===== config.mk =====
export PLATFORM = sky130hd
export DESIGN_NAME = bus_endpoint_fifo
export DESIGN_NICKNAME = d
export VERILOG_FILES = /design/src/rtl/bus_endpoint_fifo.sv
export SDC_FILE = /design/constraint.sdc
export NUM_CORES = 1
export LEC_CHECK = 0
export CAP_MARGIN = 5
export CORE_UTILIZATION = 54
export CTS_CLUSTER_SIZE = 40
export DETAILED_ROUTE_END_ITERATION = 8
export GPL_ROUTABILITY_DRIVEN = 0
export PLACE_DENSITY = 0.81
export SLEW_MARGIN = 20
export SYNTH_ARGS = -nofsm -noshare
export SYNTH_HDL_FRONTEND = slang
export SYNTH_SLANG_ARGS = --single-unit

===== constraint.sdc =====
create_clock -name clk -period 3.05 [get_ports clk]
set_input_delay 0.61 -clock clk [delete_from_list [all_inputs] [get_ports clk]]
set_output_delay 0.61 -clock clk [all_outputs]
set_load 0.02 [all_outputs]

===== src/rtl/bus_endpoint_fifo.sv =====
// Bus endpoint: host-to-bus TX FIFO and bus-to-host RX FIFO with an
// address filter on the RX side, sticky error flags and a drop counter.
module bus_endpoint_fifo #(
   parameter int unsigned pckg_sz    = 16,
   parameter int unsigned fifo_depth = 16,
   parameter logic [7:0]  id         = 8'h00,
   parameter logic [7:0]  broadcast  = 8'hFF
) (
   input  logic                          clk,
   input  logic                          reset,
   input  logic                          wr_en,
   input  logic [pckg_sz-1:0]            wr_data,
   output logic                          tx_full,
   output logic [$clog2(fifo_depth):0]   tx_count,
   input  logic                          rd_en,
   output logic [pckg_sz-1:0]            rd_data,
   output logic                          rx_empty,
   output logic [$clog2(fifo_depth):0]   rx_count,
   output logic                          pndng,
   output logic [pckg_sz-1:0]            D_pop,
   input  logic                          pop,
   input  logic                          push,
   input  logic [pckg_sz-1:0]            D_push,
   input  logic                          clr_err,
   output logic                          tx_ovf,
   output logic                          tx_udf,
   output logic                          rx_ovf,
   output logic [7:0]                    drop_cnt
);

   localparam int unsigned AW = $clog2(fifo_depth);
   localparam int unsigned CW = AW + 1;
   localparam logic [CW-1:0] FULL = CW'(fifo_depth);

   logic [pckg_sz-1:0] tx_mem_q [fifo_depth];
   logic [pckg_sz-1:0] rx_mem_q [fifo_depth];

   logic [AW-1:0] tx_wp_q, tx_wp_d, tx_rp_q, tx_rp_d;
   logic [AW-1:0] rx_wp_q, rx_wp_d, rx_rp_q, rx_rp_d;
   logic [CW-1:0] tx_cnt_q, tx_cnt_d, rx_cnt_q, rx_cnt_d;
   logic          tx_ovf_q, tx_ovf_d, tx_udf_q, tx_udf_d;
   logic          rx_ovf_q, rx_ovf_d;
   logic [7:0]    drop_q, drop_d;

   logic       tx_we, tx_re, rx_we, rx_re;
   logic       accept, drop, ovf_tx_ev, udf_tx_ev, ovf_rx_ev;
   logic [7:0] dest;

   assign dest     = D_push[pckg_sz-1 -: 8];
   assign accept   = (dest == id) || (dest == broadcast);

   assign pndng    = (tx_cnt_q != '0);
   assign tx_full  = (tx_cnt_q == FULL);
   assign rx_empty = (rx_cnt_q == '0);
   assign tx_count = tx_cnt_q;
   assign rx_count = rx_cnt_q;
   assign D_pop    = pndng ? tx_mem_q[tx_rp_q] : '0;
   assign rd_data  = rx_empty ? '0 : rx_mem_q[rx_rp_q];
   assign tx_ovf   = tx_ovf_q;
   assign tx_udf   = tx_udf_q;
   assign rx_ovf   = rx_ovf_q;
   assign drop_cnt = drop_q;

   always_comb begin
      tx_re     = pop && pndng;
      tx_we     = wr_en && (!tx_full || tx_re);
      ovf_tx_ev = wr_en && tx_full && !pop;
      udf_tx_ev = pop && !pndng;
      rx_re     = rd_en && !rx_empty;
      rx_we     = push && accept && (!(rx_cnt_q == FULL) || rx_re);
      ovf_rx_ev = push && accept && (rx_cnt_q == FULL) && !rd_en;
      drop      = push && !accept;

      tx_wp_d  = tx_wp_q + AW'(tx_we);
      tx_rp_d  = tx_rp_q + AW'(tx_re);
      tx_cnt_d = tx_cnt_q + CW'(tx_we) - CW'(tx_re);
      rx_wp_d  = rx_wp_q + AW'(rx_we);
      rx_rp_d  = rx_rp_q + AW'(rx_re);
      rx_cnt_d = rx_cnt_q + CW'(rx_we) - CW'(rx_re);

      // A coincident event wins over clr_err.
      tx_ovf_d = ovf_tx_ev || (tx_ovf_q && !clr_err);
      tx_udf_d = udf_tx_ev || (tx_udf_q && !clr_err);
      rx_ovf_d = ovf_rx_ev || (rx_ovf_q && !clr_err);

      drop_d = drop_q;
      if (clr_err)
         drop_d = {7'b0, drop};
      else if (drop && drop_q != 8'hFF)
         drop_d = drop_q + 8'd1;
   end

   always_ff @(posedge clk or negedge reset) begin
      if (!reset) begin
         tx_wp_q  <= '0;
         tx_rp_q  <= '0;
         tx_cnt_q <= '0;
         rx_wp_q  <= '0;
         rx_rp_q  <= '0;
         rx_cnt_q <= '0;
         tx_ovf_q <= 1'b0;
         tx_udf_q <= 1'b0;
         rx_ovf_q <= 1'b0;
         drop_q   <= '0;
      end else begin
         tx_wp_q  <= tx_wp_d;
         tx_rp_q  <= tx_rp_d;
         tx_cnt_q <= tx_cnt_d;
         rx_wp_q  <= rx_wp_d;
         rx_rp_q  <= rx_rp_d;
         rx_cnt_q <= rx_cnt_d;
         tx_ovf_q <= tx_ovf_d;
         tx_udf_q <= tx_udf_d;
         rx_ovf_q <= rx_ovf_d;
         drop_q   <= drop_d;
      end
   end

   // Storage has no reset; it is masked by the counts while empty.
   always_ff @(posedge clk) begin
      if (tx_we)
         tx_mem_q[tx_wp_q] <= wr_data;
      if (rx_we)
         rx_mem_q[rx_wp_q] <= D_push;
   end

endmodule


-- Yosys cells after proc, flatten, opt, wreduce, memory -nomap -nowiden
Memory sizes are Yosys's and may differ from the RTL's.
Index checks and enable logic that the tools add are counted.
- equality and inequality tests: 4
- reduce and logical (&&, ||, !) cells: 33
- add/sub/neg operators: 9
- multiplexer cells: 8
- operator list (operator ; count):
    $mux 16 ; 2
    $add 4x1->4 ; 4
    $mux 8 ; 2
    $logic_and 1x1->1 ; 15
    $add 5x1->5 ; 2
    $eq 5x5->1 const B ; 2
    $sub 5x1->5 ; 2
    $add 8x1->8 const B ; 1
    $eq 8x8->1 const B ; 1
    $logic_not 1->1 ; 8
    $logic_not 8->1 ; 1
    $ne 8x8->1 const B ; 1
    $logic_or 1x1->1 ; 6
    $logic_not 5->1 ; 1
    $reduce_bool 5->1 ; 1
    $mux 1 ; 4
    $reduce_bool 2->1 ; 1
- register bits after elaboration: 37
- input bits: 39
- RAM bits: 512
- memories: 2
- logic and storage cells: 66
- output and inout port bits: 56
- memories (name ; depth ; bits a word ; rd ports ; clocked after Yosys merged registers in ; wr ports ; RTL line ; RTL):
    rx_mem_q ; 16 ; 16 ; 1 ; 0 ; 1 ; 36 ; logic [pckg_sz-1:0] rx_mem_q [fifo_depth];
    tx_mem_q ; 16 ; 16 ; 1 ; 0 ; 1 ; 35 ; logic [pckg_sz-1:0] tx_mem_q [fifo_depth];

-- Logic depth before layout (Yosys ltp)
- depth after elaboration: 7
- mapped depth: 15
- mapped depth without buffers: 14

-- Worst setup path after synthesis
OpenSTA, ideal clock, no wires.
- path kind: in2reg
- from: input D_push[13]
- to: memory rx_mem_q[4][0], enable pin
- data required time: 2.620 ns
- path slack: -0.424 ns
- data arrival time: 3.043 ns
- stages: 6
- path buffers: 1
- cells stage by stage: nand4_1 > or2_2 > nand2_1 > nand3_2 > buf_2 > nor4_1
- cells in the longest elaborated chain, start to end: 6
- RTL lines (item ; RTL line ; RTL):
    start, declared ; 23 ; input logic [pckg_sz-1:0] D_push,
    $eq 8x8->1 or $logic_not 8->1 (tied branches) ; 50 ; assign accept = (dest == id) || (dest == broadcast);
    $logic_or 1x1->1 (*) ; 50 ;
    $logic_and 1x1->1 (*) (2 in series) ; 70 ; rx_we = push && accept && (!(rx_cnt_q == FULL) || rx_re);
    $mux 1 (*) ; 123 ; if (rx_we)
    $mux 1 (not written as such) (*) ; 124 ; rx_mem_q[rx_wp_q] <= D_push;
    end, declared ; 36 ;
Mark *: on every way between the ends. The rest lies on a longest branch, timed or not.

-- Worst setup path after layout
- from: register tx_rp_q[0]
- to: output D_pop[5]
- cells in the longest elaborated chain, start to end: 2
- RTL lines (item ; RTL line ; RTL):
    start, declared ; 38 ; logic [AW-1:0] tx_wp_q, tx_wp_d, tx_rp_q, tx_rp_d;
    start signal, assigned ; 107 ; tx_rp_q <= tx_rp_d;
    $mem_v2 16x16 ; n/a ;
    $mux 16 ; 57 ; assign D_pop = pndng ? tx_mem_q[tx_rp_q] : '0;
    end, declared ; 20 ; output logic [pckg_sz-1:0] D_pop,
Every way passes these cells.

==> implementation parameters <==
Parameter                              Value

STA
  Highest Clock Rate ... 306.8 MHz
  Ratio of final minimum period to clock period ... 1.069
  Endpoints failing setup ... 27
  Crit path setup slack, layout ... -0.2100 ns
  Slew @ Worst Pin ... slightly below 0.9 ns
  Setup TNS ... -2.540 ns
  Max Clock Skew ... 0.01908 ns
  Worst slew margin relative to its limit ... 0.4236
  Unrepaired setup endpoints after global routing ... yes
  Slew Viols, Final ... 0
  Final hold viol count ... 0
  Min cycle time layout ... around 3.3 ns

Power
  Power density over the cells ... 962.0 nW/um2
  Net Switching ... a little over 8 mW
  Total power ... 25.90 mW
  Static Leak ... 9.092 nW
  Clock Power Share ... 0.258
  Fraction of power consumed by sequential logic ... 0.357
  Sw Share ... 0.3182
  Share of power burned in combinational logic ... 0.385
  Internal power contribution ... 17.66 mW
  Maximum vdd drop ... 0.0007599 V

Finish
  Post-route design area ... 26930 um2
  Layout-stage area growth over the synthesis result ... 24.65%
  Layout cell share with drive strength beyond 1 ... 0.3748
  Final Net Count ... 1323
  Final antenna diode count ... 0

Floorplan
  Width of the die ... 202.0 um
  Area inside the core boundary ... 39010 um2
  FP Rows ... just over 70
  Starting utilization of the core area ... 0.5538
  Die Y-Extent ... slightly above 200 um
  Area of the die ... 40810 um2
  IO Pins ... 95

Setup path
  R2r startpoint ... tx_count[2]$_DFF_PN0_
  Category of the most critical setup path ... reg2out
  Worst-path maximum fanout ... 6
  Number of buffers and inverters on the critical path ... 3
  Critical path depth ... 7
  Slowest stage cell on the critical path ... sky130_fd_sc_hd__mux4_2
  Kind of cell with the highest combined delay on the critical path ... multiplexers
  Reg2reg setup slack ... 0.40 ns
  Cell breakdown of the critical path ... buf_12 > buf_4 > mux4_2 > mux2_2 > o21ai_1 > a21oi_1 > buf_4
  Crit path capture type ... primary output
  Endpoint of the worst register-to-register path ... tx_count[4]$_DFF_PN0_
  Critical Path AT ... 2.65 ns
  CP peak stage delay ... 0.53 ns
  Cell seen most often among critical-path stages ... sky130_fd_sc_hd__buf_4
  Data required time at the worst endpoint ... 2.44 ns
  Critical path startpoint category ... register
  Capture point of the critical path ... D_pop[5]
  Worst R2R Path Depth ... 14
  Launch point of the critical path ... tx_rp_q[0]$_DFF_PN0_

Synth
  Adder-cell share of the synthesized area ... 0.01344
  Unique cell type count in the Yosys netlist ... 50
  Library cell with the largest summed area after synthesis ... sky130_fd_sc_hd__edfxtp_1
  Warnings, synthesis ... 0
  Summed instance area of the synthesized netlist ... 21600 um2
  Post-synthesis net count ... ~1100
  Fraction of synthesis flops using an asynchronous set or reset pin ... 0.06740
  Share of synthesized area occupied by flip-flops and latches ... 0.7546
  Fraction of the mapped netlist area in compound gates ... 0.02630
  Post-Syn Instances ... 1037
  Area share of xor/xnor cells in the synthesized design ... 0.006487
  Simple-gate share of the synthesized area ... 0.02659
  Multiplexer share of the synthesized area ... 0.1519
  Most used flip-flop cell after synthesis ... sky130_fd_sc_hd__edfxtp_1
  Mean area per synthesized cell ... 20.83 um2
  Fraction of synthesized cell area taken by the top area cell type ... 0.7118
  Synth Register Bits ... 549
  Number of flops mapped to enable cells by yosys ... 512
  Largest family of logic cells by synthesized area ... multiplexers
  Biggest area contributors in the synthesized netlist ... sky130_fd_sc_hd__edfxtp_1 71%, sky130_fd_sc_hd__mux4_2 13%, sky130_fd_sc_hd__dfrtp_1 4.3%

Clock network
  Worst-skew pair later-pin latency ... approximately 0.60 ns
  Post-CTS clock slew at the launch and capture registers of the worst setup and hold paths ... roughly 0.07 ns
  Number of buffers on the longest clock path ... 3
  Count of clock tree sinks ... 549
  Clock H-tree levels ... 2
  Clock tree from TritonCTS ... done
  Number of buffers created by CTS ... 53
  Clock root buffer master ... sky130_fd_sc_hd__clkbuf_16
  Cts-stage hold buffer count ... 0

Place
  Number of input and output port buffers inserted ... 94
  Post-place instance area ... between 20000 and 25000 um2
  Total half-perimeter wirelength after legalization and detailed placement ... 28.09 mm

Global route
  Largest net degree at the start of global routing ... 38
  Vias in the first global route ... 11940
  Number of antenna violations at the first check in global routing ... 0
  First-pass GRT wire length ... roughly 76 mm
  Gr usage total ... 0.2609
  Total global routing overflow ... 0

Drt
  Total iterations of the first detailed-routing run ... 5
  Final ANT Viol Nets ... 0
  Average wire per standard cell ... 29.67 um
  Final routed DRC violation total ... 0
  Number of DRC markers in iteration 0 ... 1070
  Routed wire length ... around 54 mm
  Via count ... 11510
  Vias per Instance ... 6.325

Min path
  Hold/Removal Path Class ... in2async

Outcome
  Result of the run ... finished, violations left
  Violated checks ... setup timing

Flow run
  Max-cap violation count ... 0
## layer usage
metal	global-route usage	part of all wire	vias to the layer above
met2	0.4638	0.54	610
met4	0.1193	0.041	0
li1	-	-	4741
met5	0	0	-
met3	0.04853	0.067	121
met1	0.3082	0.35	6039
## worst reg2reg max path, delay by kind of cell, from the launching register on
kind | cells | cell delay [ns]
XOR/XNOR | 1 | 0.12
adder cells (fa/ha/maj) | 3 | 0.89
flip-flops | 1 | 0.40
AO/OA/AOI/OAI | 2 | 0.29
AND/OR/NAND/NOR | 5 | 0.52
buffers and inverters | 3 | 0.37
## power groups by stage
| stage | Combinational (mW) | Clock, mW | Sequential (mW) |
|---|---|---|---|
| after floorplan | 4.89 | 0 | 9.20 |
| after global placement | 7.67 | 0 | 9.35 |
| after detailed placement | 7.83 | 0 | 9.38 |
| after CTS | 9.15 | 6.71 | 9.21 |
| after global routing | 10.4 | 7.02 | 9.28 |
| final | 9.97 | 6.69 | 9.25 |
## cell type report
type | instances | area [um2]
repair buffers | 221 | 2472
multi-input cells | 387 | 5538
clock inverters | 34 | 369.1
clock buffers | 61 | 1399
well taps | 518 | 648.1
inverters | 50 | 187.7
flip-flops and latches | 549 | 16310
fillers | 2246 | 12080
## cell usage after synthesis (2+ instances only)
cell type	n
sky130_fd_sc_hd__clkbuf_1	25
sky130_fd_sc_hd__buf_6	3
sky130_fd_sc_hd__a21o_1	2
sky130_fd_sc_hd__and3_1	3
sky130_fd_sc_hd__xnor2_1	9
sky130_fd_sc_hd__dfrtp_1	37
sky130_fd_sc_hd__buf_4	3
sky130_fd_sc_hd__nor2b_1	4
sky130_fd_sc_hd__edfxtp_1	512
sky130_fd_sc_hd__mux4_2	121
sky130_fd_sc_hd__fa_1	2
sky130_fd_sc_hd__o21ai_1	11
sky130_fd_sc_hd__o21ai_0	7
sky130_fd_sc_hd__nor2_1	15
sky130_fd_sc_hd__nor3_1	16
sky130_fd_sc_hd__buf_2	14
sky130_fd_sc_hd__buf_1	5
sky130_fd_sc_hd__a211oi_1	2
sky130_fd_sc_hd__nand4_1	2
sky130_fd_sc_hd__nand2_1	13
sky130_fd_sc_hd__mux2i_1	18
sky130_fd_sc_hd__or2_2	2
sky130_fd_sc_hd__or4_1	3
sky130_fd_sc_hd__a22oi_1	15
sky130_fd_sc_hd__nand2b_1	6
sky130_fd_sc_hd__nor4b_1	5
sky130_fd_sc_hd__o221ai_1	15
sky130_fd_sc_hd__nand3b_1	2
sky130_fd_sc_hd__mux2_2	17
sky130_fd_sc_hd__a22o_1	2
sky130_fd_sc_hd__mux4_1	7
sky130_fd_sc_hd__nand3_1	9
sky130_fd_sc_hd__xor2_1	7
sky130_fd_sc_hd__ha_1	20
sky130_fd_sc_hd__a21oi_1	22
sky130_fd_sc_hd__nor4_1	16
sky130_fd_sc_hd__o41ai_1	2
sky130_fd_sc_hd__inv_1	50
sky130_fd_sc_hd__o31ai_1	2
## how the worst min path moves through the flow
stage	to	cells after the start	slack (ns)	start
finish	drop_cnt[3]$_DFFE_PN0P_	1	0.12	reset
global route	drop_cnt[3]$_DFFE_PN0P_	1	0.18	reset
CTS	drop_cnt[3]$_DFFE_PN0P_	1	0.13	reset
detailed placement	rx_ovf$_DFF_PN0_	1	0.48	rx_ovf$_DFF_PN0_
global placement	rx_ovf$_DFF_PN0_	1	0.48	rx_ovf$_DFF_PN0_
floorplan	drop_cnt[0]$_DFFE_PN0P_	0	0.31	reset
## cells in the final DEF, fill, tap and decap left out, drive strengths merged, types with 18 or more instances in the layout
cell and n:
dfrtp 37, buf 157, a21oi 22, mux2i 18, inv 53, clkinv 21, edfxtp 512, o21ai 18
ha 20, clkdlybuf4s50 60, mux4 128, clkbuf 64
## flip-flops by register name (all words and copies together), names as in the netlist
| register | count |
|---|---|
| tx_wp_q | 4 |
| rx_ovf | 1 |
| tx_count | 5 |
| tx_ovf | 1 |
| rx_count | 5 |
| rx_mem_q | 256 |
| rx_rp_q | 4 |
| tx_udf | 1 |
| drop_cnt | 8 |
| tx_mem_q | 256 |
| tx_rp_q | 4 |
| rx_wp_q | 4 |
## cell families (layout without fill, tap and decap cells)
logic type / after synthesis / after routing
AOI/OAI and AO/OA: 85 / 85
and+or+nand+nor: 101 / 101
xor gates and xnor gates: 16 / 16
muxes: 163 / 163
DFF: 549 / 549
adders and majority gates: 22 / 22
buffers and inverters: 101 / 366
## per-stage QoR
stage               setup WS (ns)  hold WS [ns]  utilization  std cells
floorplan                 -0.4235        0.3144            -       1037
global placement          -0.3059        0.4767       0.6201       1687
detailed placement        -0.3255        0.4824       0.6201       1687
CTS                       -0.1700        0.1332       0.6817       1811
global route              -0.2321        0.1760       0.6903       1820
finish                    -0.2100        0.1201       0.6903       1820
## what timing repair did
action / in CTS / in global routing
pin swaps: 17 / 13
endpoints found under the setup margin: 32 / 31
gates resized for setup: 257 / 69
buffers inserted: 22 / 7
cloned: 8 / 4
Power figures use the tool's default switching activity.
